`config.mk`:
```
export PLATFORM = sky130hd
export DESIGN_NAME = pow_seq_ctrl_flat
export DESIGN_NICKNAME = d
export VERILOG_FILES = /design/src/rtl/pow_seq_ctrl_if.sv /design/src/rtl/pow_seq_ctrl.sv /design/src/flat_wrapper.sv
export SDC_FILE = /design/constraint.sdc
export NUM_CORES = 1
export LEC_CHECK = 0
export CAP_MARGIN = 20
export CELL_PAD_IN_SITES_DETAIL_PLACEMENT = 0
export CELL_PAD_IN_SITES_GLOBAL_PLACEMENT = 1
export CORE_ASPECT_RATIO = 1.25
export CORE_MARGIN = 8
export CORE_UTILIZATION = 37
export DETAILED_ROUTE_END_ITERATION = 8
export HOLD_SLACK_MARGIN = 0.1
export PLACE_DENSITY_LB_ADDON = 0.1
export SLEW_MARGIN = 30
export SYNTH_ARGS = -nofsm -noshare
export SYNTH_HDL_FRONTEND = slang
export SYNTH_SLANG_ARGS = --single-unit
```
`constraint.sdc`:
```
create_clock -name clk -period 3.9 [get_ports clk]
set_input_delay 0.78 -clock clk [delete_from_list [all_inputs] [get_ports clk]]
set_output_delay 0.78 -clock clk [all_outputs]
set_load 0.005 [all_outputs]
```
`src/rtl/pow_seq_ctrl_if.sv`:
```
// ============================================================================
// Module      : pow_seq_ctrl_if
// Description : Host/datapath-facing bundle of the power-sequence controller.
// Revision    : 1.0 - initial release
// ============================================================================
`default_nettype none

interface pow_seq_ctrl_if #(
  parameter int K_W = 4
);
  logic           start;
  logic [K_W-1:0] k;
  logic           ovf;
  logic           ready;
  logic           x_ld;
  logic           acc_sset;
  logic           acc_sclr;
  logic           acc_ld;
  logic [K_W-1:0] iter;
  logic           done;
  logic           err;

  // master = host + datapath side, slave = the controller
  modport master (
    output start, k, ovf,
    input  ready, x_ld, acc_sset, acc_sclr, acc_ld, iter, done, err
  );

  modport slave (
    input  start, k, ovf,
    output ready, x_ld, acc_sset, acc_sclr, acc_ld, iter, done, err
  );
endinterface

`default_nettype wire

```
`src/rtl/pow_seq_ctrl.sv`:
```
// ============================================================================
// Module      : pow_seq_ctrl
// Description : Control FSM sequencing y = x^k on a Q8.8 multiply/accumulate path.
// Revision    : 1.0 - initial release
// ============================================================================
`default_nettype none

module pow_seq_ctrl #(
  parameter int K_W = 4
) (
  input  logic               clk,
  input  logic               rst,
  pow_seq_ctrl_if.slave      bus
);

  typedef enum logic [1:0] {
    ST_IDLE = 2'd0,
    ST_LOAD = 2'd1,
    ST_MUL  = 2'd2,
    ST_FIN  = 2'd3
  } state_e;

  state_e         state_q, state_d;
  logic [K_W-1:0] cnt_q, cnt_d;
  logic [K_W-1:0] iter_q, iter_d;
  logic           err_q, err_d;

  logic           ready_w;
  logic           x_ld_w;
  logic           acc_sset_w;
  logic           acc_sclr_w;
  logic           acc_ld_w;
  logic           done_w;

  always_ff @(posedge clk) begin
    if (rst) begin
      state_q <= ST_IDLE;
      cnt_q   <= '0;
      iter_q  <= '0;
      err_q   <= 1'b0;
    end else begin
      state_q <= state_d;
      cnt_q   <= cnt_d;
      iter_q  <= iter_d;
      err_q   <= err_d;
    end
  end

  always_comb begin
    state_d    = state_q;
    cnt_d      = cnt_q;
    iter_d     = iter_q;
    err_d      = err_q;
    ready_w    = 1'b0;
    x_ld_w     = 1'b0;
    acc_sset_w = 1'b0;
    acc_sclr_w = 1'b0;
    acc_ld_w   = 1'b0;
    done_w     = 1'b0;

    case (state_q)
      ST_IDLE: begin
        ready_w = 1'b1;
        if (bus.start) begin
          cnt_d   = bus.k;
          iter_d  = '0;
          err_d   = 1'b0;
          state_d = ST_LOAD;
        end
      end
      ST_LOAD: begin
        x_ld_w     = 1'b1;
        acc_sset_w = 1'b1;
        state_d    = (cnt_q == '0) ? ST_FIN : ST_MUL;
      end
      ST_MUL: begin
        // Accumulator strobes are suppressed under reset so an aborted run
        // leaves the accumulator holding its last completed product.
        if (bus.ovf) begin
          acc_sclr_w = !rst;
          err_d      = 1'b1;
          state_d    = ST_FIN;
        end else begin
          acc_ld_w = !rst;
          cnt_d    = cnt_q - K_W'(1);
          iter_d   = iter_q + K_W'(1);
          if (cnt_q == K_W'(1)) begin
            state_d = ST_FIN;
          end
        end
      end
      ST_FIN: begin
        done_w  = 1'b1;
        state_d = ST_IDLE;
      end
      default: begin
        state_d = ST_IDLE;
      end
    endcase
  end

  assign bus.ready    = ready_w;
  assign bus.x_ld     = x_ld_w;
  assign bus.acc_sset = acc_sset_w;
  assign bus.acc_sclr = acc_sclr_w;
  assign bus.acc_ld   = acc_ld_w;
  assign bus.done     = done_w;
  assign bus.iter     = iter_q;
  assign bus.err      = err_q;

endmodule

`default_nettype wire

```
`src/flat_wrapper.sv`:
```
// flat-port wrapper written by rule: the top's interface ports become plain ports
module pow_seq_ctrl_flat 
#(
  parameter int K_W = 4
)
  (clk, rst, bus_start, bus_k, bus_ovf, bus_ready, bus_x_ld, bus_acc_sset, bus_acc_sclr, bus_acc_ld, bus_iter, bus_done, bus_err);
  pow_seq_ctrl_if #(.K_W(K_W)) bus_i ();
  input  logic clk;
  input  logic rst;
  input wire logic [$bits(bus_i.start)-1:0] bus_start;
  input wire logic [$bits(bus_i.k)-1:0] bus_k;
  input wire logic [$bits(bus_i.ovf)-1:0] bus_ovf;
  output wire logic [$bits(bus_i.ready)-1:0] bus_ready;
  output wire logic [$bits(bus_i.x_ld)-1:0] bus_x_ld;
  output wire logic [$bits(bus_i.acc_sset)-1:0] bus_acc_sset;
  output wire logic [$bits(bus_i.acc_sclr)-1:0] bus_acc_sclr;
  output wire logic [$bits(bus_i.acc_ld)-1:0] bus_acc_ld;
  output wire logic [$bits(bus_i.iter)-1:0] bus_iter;
  output wire logic [$bits(bus_i.done)-1:0] bus_done;
  output wire logic [$bits(bus_i.err)-1:0] bus_err;
  assign bus_i.start = bus_start;
  assign bus_i.k = bus_k;
  assign bus_i.ovf = bus_ovf;
  assign bus_ready = bus_i.ready;
  assign bus_x_ld = bus_i.x_ld;
  assign bus_acc_sset = bus_i.acc_sset;
  assign bus_acc_sclr = bus_i.acc_sclr;
  assign bus_acc_ld = bus_i.acc_ld;
  assign bus_iter = bus_i.iter;
  assign bus_done = bus_i.done;
  assign bus_err = bus_i.err;
  pow_seq_ctrl #(.K_W(K_W)) u_core (.clk(clk), .rst(rst), .bus(bus_i));
endmodule
```
# Yosys cells after proc, flatten, opt, wreduce, memory -nomap -nowiden
# Index checks and enable logic that the tools add are counted.
# Widths: inputs -> output; s select.
dict set report totals {
  register_bits 11
  in_bits 8
  output_inout_bits 11
  wordCells 42
}
dict set report op_classes {
  n_addsub 2
  n_eq_ne 8
  muxes 21
  n_reduce_logical 7
}
# cell n
set op_table {}
lappend op_table {{$mux 4} 4}
lappend op_table {{$pmux 4 s2} 2}
lappend op_table {{$mux 1} 10}
lappend op_table {{$pmux 2 s4} 1}
lappend op_table {{$mux 2} 3}
lappend op_table {{$ne 2x2->1 const B} 3}
lappend op_table {{$reduce_and 3->1} 2}
lappend op_table {{$add 4x1->4 const B} 1}
lappend op_table {{$eq 2x2->1 const B} 2}
lappend op_table {{$eq 4x1->1 const B} 1}
lappend op_table {{$logic_not 4->1} 1}
lappend op_table {{$sub 4x1->4 const B} 1}
lappend op_table {{$ne 3x2->1 const B} 1}
lappend op_table {{$eq 2x1->1 const B} 1}
lappend op_table {{$logic_not 2->1} 1}
lappend op_table {{$pmux 1 s2} 1}
lappend op_table {{$reduce_and 2->1} 1}
lappend op_table {{$reduce_bool 2->1} 1}
lappend op_table {{$logic_not 1->1} 1}

# Longest topological paths before layout
# Gate-level depths: netlist of the first run.
dict set report depth {
  ltp_word 4
  ltp_mapped 8
  mapped_depth_nobuf 6
}

# Worst setup path before layout of the first run
# No wires, ideal clock.
dict set report synth_timing {
  path_kind {input port to output port}
  start {input port rst}
  end {output port bus_acc_ld}
  arrival_time_ns 1.182
  required_time_ns 3.120
  slack_ns 1.938
  path_stages 2
  path_buffers 1
  cell_sequence {clkbuf_1 nor3b_1}
}
dict set report synth_between {
  elab_chain_cells 3
}
# element line
set synth_rtl {}
lappend synth_rtl {{from (decl)} flat_wrapper.sv:9} ;# input logic rst;
lappend synth_rtl {{$logic_not 1->1} pow_seq_ctrl.sv:84} ;# acc_ld_w = !rst;
lappend synth_rtl {{$mux 1} pow_seq_ctrl.sv:79} ;# if (bus.ovf) begin
lappend synth_rtl {{$mux 1} pow_seq_ctrl.sv:61} ;# case (state_q)
lappend synth_rtl {{to (decl)} flat_wrapper.sv:17} ;# output wire logic [$bits(bus_i.acc_ld)-1:0] bus_acc_ld;
# No other way between the ends.

# Worst setup path in the final report of the first run
# Same ends and word-level chain as after synthesis.

==> run_results.csv, run 1 <==
group,metric,value,unit
detailed_routing,drc,0,
clock_network,clkSlewWorstSetupHoldPaths,70,ps
worst_setup_path,crit_path_frequent_cell,"clkdlybuf4s50_1",
die,initial_core_util,38.0,%
placement,dpl.hpwl,1170,microns
worst_hold_path,hold_path.class,"flop to flop",
timing,setup_tns,0,ps
clock_network,clk_latency,270,ps
cells_and_area,final_core_util,48.3,%
detailed_routing,drtAntennaViolNets,0,
detailed_routing,totalWireLength,1610,microns
clock_network,ctsHoldBuffers,0,
worst_setup_path,arrival,2250,ps
timing,finalHoldViolCount,0,
cells_and_area,syn_to_final_growth,27.2,%
synth,syn_nets,99,
worst_setup_path,r2r_cells,6,
detailed_routing,wl_per_cell,13.4,microns
synth,syn_inst,83,
timing,fmax,330,MHz
die,ioPinCount,19,
synth,synthArstFlopShare,0,%
timing,tightest_slew,750,ps
die,rows,18,
run_status,status,"finished, final reports clean",
synth,synthSimpleGateAreaFrac,18.4,%
synth,ys_warn_count,0,
die,core_area,0.00194,sq mm
timing,finalSetupViolCount,0,
worst_setup_path,start_kind,"input port",
run,maxCapViolations,0,
synth,avgSynthCellArea,8.86,sq um
synth,synthMuxAreaShare,10.0,%
detailed_routing,drt-vias-per-instance,5.13,
clock_network,numCtsBuffers,3,
die,die_h,65.9,microns
timing,relSlewSlack,50.0,%
worst_setup_path,worst-path-max-fanout,13,
cells_and_area,num-nets-final,117,
clock_network,postCtsSetupRepairBufs,0,
worst_setup_path,critPathSlowestCell,"clkdlybuf4s50_1",
worst_setup_path,path_buf_inv,2,
placement,dp.cells,116,
placement,port_buffers,18,
clock_network,htree_levels,1,
power,p_per_area,609,mW/mm^2
cells_and_area,num_antenna_cells,0,
global_route,grt_max_degree,18,
worst_setup_path,worstSetupPathType,"input port to output port",
synth,synth_edf_count,0,
global_route,grt_pass1_vias,629,
worst_setup_path,path_cells,"clkdlybuf4s50_1 -> nor3b_1 -> clkdlybuf4s50_1",
clock_network,tritoncts,"built",
timing,skew,2.43,ps
worst_setup_path,worst_path_largest_cell_delay,650,ps
detailed_routing,first_pass_iters,4,
timing,maxSlewViolCount,0,
clock_network,cts_resized,0,
clock_network,cts_root_buf,"clkbuf_4",
cells_and_area,final.fill_count,192,
global_route,grt_pass1_wl,2830,microns
synth,synthAdderAreaFrac,13.6,%
synth,synth_top_family_by_area,"simple AND/OR/NAND/NOR gates",
synth,ys_seq_area_share,29.9,%
synth,synthesis.area,736,sq um
power,p_leak,0.000358,uW
power,peakVddDrop,249,uV
worst_setup_path,crit_cells,3,
timing,period_needed,3030,ps
worst_hold_path,min_path_cells,2,
detailed_routing,num_vias,616,
cells_and_area,drive_gt1_share,8.00,%
cells_and_area,final_cells,120,
synth,synth_xor_area_share,2.38,%
clock_network,clockBufferDepth,2,
timing,rsz0062_at_grt,"false",
cells_and_area,final_common_cell,"clkdlybuf4s50_1",
synth,synth_cell_types,30,
global_route,antenna_found_initial,0,
die,die_area,0.00368,sq mm
die,die_w,55.9,microns
cells_and_area,mostFrequentLayoutCells,"clkdlybuf4s50_1, dfxtp_1, ha_1, inv_1, nor2_1",
detailed_routing,dr.first_iter.drc_count,16,
worst_setup_path,crit_family,"buffers and inverters",
worst_setup_path,crit_required,3120,ps
timing,min_period_over_period,77.6,%
timing,timing.hold.ws,528,ps
synth,synth-seq-cells,11,
global_route,grt.overflow.total,0,
worst_setup_path,worstSetupEndpointType,"output port",
clock_network,cts_sinks,11,
synth,synth-main-ff-cell,"dfxtp_1",
global_route,grt_usage,9.25,%
placement,place.gp.congestion,0.640,
synth,synth_compound_area_share,17.9,%
-- sequential cells by signal, indices dropped and copies added (netlist names) --
signal,flops
u_core.bus.iter,4
u_core.bus.err,1
u_core.cnt_q,4
u_core.state_q,2
-- report_power, final --
group	leakage [uW]	switching [uW]	internal, uW
Clock	0.0000150	41.2	39.6
Combinational	0.000253	161	153
Sequential	0.0000898	33.5	142
-- final cells by class --
type / instances / area, sq um / share of cell area [%]
Timing Repair Buffer: 18 / 180 / 19.3
Sequential cell: 11 / 220 / 23.5
Tap cell: 20 / 25.0 / 2.67
Clock buffer: 4 / 26.3 / 2.81
Inverter: 7 / 26.3 / 2.81
Multi-Input combinational cell: 60 / 458 / 48.9
-- cells by family after synthesis --
| kind of cell | count (synthesis) |
|---|---|
| and+or+nand+nor | 26 |
| AOI/OAI and AO/OA | 17 |
| adders and majority gates | 8 |
| DFF | 11 |
| muxes | 7 |
| buffers and inverters | 12 |
| xor gates and xnor gates | 2 |
-- Yosys cell counts, drive strengths merged, types with 2 or more instances --
cell type,instances,share of area [%]
nor2b,2,1.7
nand2b,2,1.7
inv,7,3.6
buf,4,3.7
a21oi,6,5.6
a211oi,4,5.4
dfxtp,11,30
nor3b,2,2.0
ha,8,14
mux2i,7,10
nand2,4,2.0
o21ai,2,1.4
nor2,7,3.6
nor3,4,2.7
xnor2,2,2.4
-- metrics by stage --
stage | cell area, sq um | setup slack, ps | power (uW)
2_1_floorplan | 736 | 1940 | 404
3_3_place_gp | 910 | 866 | 499
3_5_place_dp | 910 | 844 | 498
4_1_cts | 936 | 841 | 580
5_1_grt | 936 | 747 | 630
6_report | 936 | 873 | 570
-- worst min-delay path: stages (launching register included) --
cell     delay, ps
dfxtp_1        340
o21ai_0         80
a21oi_1         60
-- path summary, 6_finish.rpt --
check	startpoint	end	slack [ps]
max	rst	bus_acc_ld	870
min	u_core.state_q[0]$_SDFFE_PP0P_	u_core.state_q[0]$_SDFFE_PP0P_	530
max reg2reg	u_core.state_q[0]$_SDFFE_PP0P_	u_core.cnt_q[3]$_SDFFE_PP0P_	1790
min reg2reg	u_core.state_q[0]$_SDFFE_PP0P_	u_core.state_q[0]$_SDFFE_PP0P_	530
-- layer usage --
layer | share of wire [%] | track usage [%]
met5 | 0 | 0
met1 | 50 | 11.1
met2 | 45 | 14.7
met3 | 3.1 | 2.12
met4 | 1.9 | 5.42
No activity file was read; power rests on OpenSTA's default activity.
==> inputs of run 2 (changes only) <==
--- a/config.mk
+++ b/config.mk
@@ -10,7 +10,7 @@
 export CELL_PAD_IN_SITES_GLOBAL_PLACEMENT = 1
 export CORE_ASPECT_RATIO = 1.25
 export CORE_MARGIN = 8
-export CORE_UTILIZATION = 37
+export CORE_UTILIZATION = 31
 export DETAILED_ROUTE_END_ITERATION = 8
 export HOLD_SLACK_MARGIN = 0.1
 export PLACE_DENSITY_LB_ADDON = 0.1
==> constraint.sdc (replaced) <==
create_clock -name clk -period 2.5 [get_ports clk]
set_input_delay 0.5 -clock clk [delete_from_list [all_inputs] [get_ports clk]]
set_output_delay 0.5 -clock clk [all_outputs]
set_load 0.005 [all_outputs]
==> run 2 against run 1 <==
  * Setup slack worse by 690 ps
  * First-iteration DRC count down 56%
  * Routed wire length grew 8.2%
  * Global-route usage is 0.18 points lower
  * Register-to-register slack worse by 1000 ps
  * Non-clock buffer count up 4
  * Final cell count increased by 13%
  * Count of clock-buffer cells in the layout unchanged
  * Clock power is 55% higher
  * Via count increased by 1.8%
  * Critical path depth is the same
  * Critical path type unchanged
  * Critical endpoint unchanged
==> run_results.csv, run 2 (synthesis results as in run 1) <==
group,metric,value,unit
run_status,status,"finished, final reports clean",
timing,period_needed,2310,ps
detailed_routing,drc,0,
placement,place.gp.congestion,0.741,
detailed_routing,dr.first_iter.drc_count,7,
worst_setup_path,arrival,1810,ps
clock_network,cts_root_buf,"clkbuf_4",
global_route,grt_pass1_wl,2970,microns
clock_network,cts_resized,0,
die,die_w,59.6,microns
detailed_routing,first_pass_iters,3,
detailed_routing,drtAntennaViolNets,0,
clock_network,ctsHoldBuffers,0,
worst_setup_path,worstSetupEndpointType,"output port",
timing,setup_tns,0,ps
die,rows,19,
timing,fmax,432,MHz
global_route,grt_pass1_vias,672,
power,p_per_area,920,mW/mm^2
die,initial_core_util,32.9,%
global_route,grt.overflow.total,0,
die,core_area,0.00223,sq mm
worst_setup_path,worst-path-max-fanout,3,
power,p_leak,0.000377,uW
timing,setup_slack,186,ps
power,peakVddDrop,497,uV
clock_network,clockBufferDepth,2,
placement,dpl.hpwl,1350,microns
worst_setup_path,r2r_cells,7,
clock_network,htree_levels,1,
cells_and_area,fin_area,980,sq um
global_route,grt_usage,9.07,%
worst_setup_path,critPathSlowestCell,"clkdlybuf4s50_1",
timing,rsz0062_at_grt,"false",
placement,dp_slack,160,ps
die,die_h,70.5,microns
timing,finalHoldViolCount,0,
global_route,grt_max_degree,17,
clock_network,clkSlewWorstSetupHoldPaths,80,ps
cells_and_area,num_antenna_cells,0,
detailed_routing,totalWireLength,1740,microns
die,ioPinCount,19,
timing,relSlewSlack,72.3,%
timing,skew,6.86,ps
cells_and_area,mostFrequentLayoutCells,"clkdlybuf4s50_1, dfxtp_1, ha_1, inv_1, nor2_1",
timing,min_period_over_period,92.6,%
run,maxCapViolations,0,
cells_and_area,final.fill_count,248,
global_route,antenna_found_initial,0,
clock_network,postCtsSetupRepairBufs,0,
clock_network,numCtsBuffers,3,
die,die_area,0.00420,sq mm
cells_and_area,drive_gt1_share,11.5,%
cells_and_area,final_common_cell,"clkdlybuf4s50_1",
worst_setup_path,crit_required,2000,ps
cells_and_area,syn_to_final_growth,33.2,%
placement,port_buffers,18,
worst_setup_path,crit_path_frequent_cell,"clkdlybuf4s50_1",
detailed_routing,wl_per_cell,12.9,microns
timing,finalSetupViolCount,0,
worst_setup_path,start_kind,"input port",
clock_network,tritoncts,"built",
detailed_routing,drt-vias-per-instance,4.64,
worst_hold_path,hold_path.class,"flop to flop",
worst_setup_path,worst_path_largest_cell_delay,560,ps
detailed_routing,num_vias,627,
placement,placed_area,953,sq um
clock_network,cts_sinks,11,
timing,maxSlewViolCount,0,
worst_setup_path,worstSetupPathType,"input port to output port",
timing,tightest_slew,407,ps
cells_and_area,num-nets-final,121,
clock_network,clk_latency,270,ps
worst_setup_path,path_cells,"clkdlybuf4s50_1 -> nor3b_1 -> clkdlybuf4s50_1",
worst_hold_path,min_path_cells,2,
-- run 2: cell types whose count changed in the layout (fill, tap and decap cells not counted), sizes merged --
cell / before / now
buf: 0 / 4
-- run 2: cell type report --
type | count | area (sq um) | share of cell area, %
well taps | 31 | 38.8 | 3.96
repair buffers | 22 | 210 | 21.5
multi-input cells | 60 | 458 | 46.7
clock buffers | 4 | 26.3 | 2.68
flip-flops and latches | 11 | 220 | 22.5
inverters | 7 | 26.3 | 2.68
-- run 2: per-layer routing --
layer	vias up	global-route usage, %	wire length, microns
li1	332	-	-
met1	281	10.5	815
met2	12	13.8	809
met3	2	3.30	90
met4	0	4.79	19
met5	-	0	0
-- run 2: worst paths after layout --
check,from,to,slack (ps)
worst max register to register,u_core.state_q[0]$_SDFFE_PP0P_,u_core.cnt_q[3]$_SDFFE_PP0P_,750
worst min register to register,u_core.bus.err$_SDFFE_PP0P_,u_core.bus.err$_SDFFE_PP0P_,530
worst min-delay path,u_core.bus.err$_SDFFE_PP0P_,u_core.bus.err$_SDFFE_PP0P_,530
worst max-delay path,bus_ovf,bus_acc_ld,190
-- run 2: where the power goes --
part | switching [uW] | total (uW) | internal (uW)
sequential | 52.5 | 273 | 221
clock | 63.1 | 125 | 61.7
combinational | 256 | 503 | 247
total | 371 | 901 | 530
-- run 2: metrics by stage --
| step | hold slack (ps) | utilization (%) | total power, uW | cells |
|---|---|---|---|---|
| 3_3_place_gp | 515 | 42.7 | 791 | 131 |
| 3_5_place_dp | 520 | 42.7 | 793 | 131 |
| 6_report | 529 | 43.8 | 901 | 135 |
| 2_1_floorplan | 488 | - | 631 | 83 |
| 5_1_grt | 553 | 43.8 | 999 | 135 |
| 4_1_cts | 535 | 43.8 | 925 | 135 |
-- run 2: worst max-delay path: cells and delay by family --
kind,cells,cell delay (ps)
buffers and inverters,2,1000
AND/OR/NAND/NOR,1,300
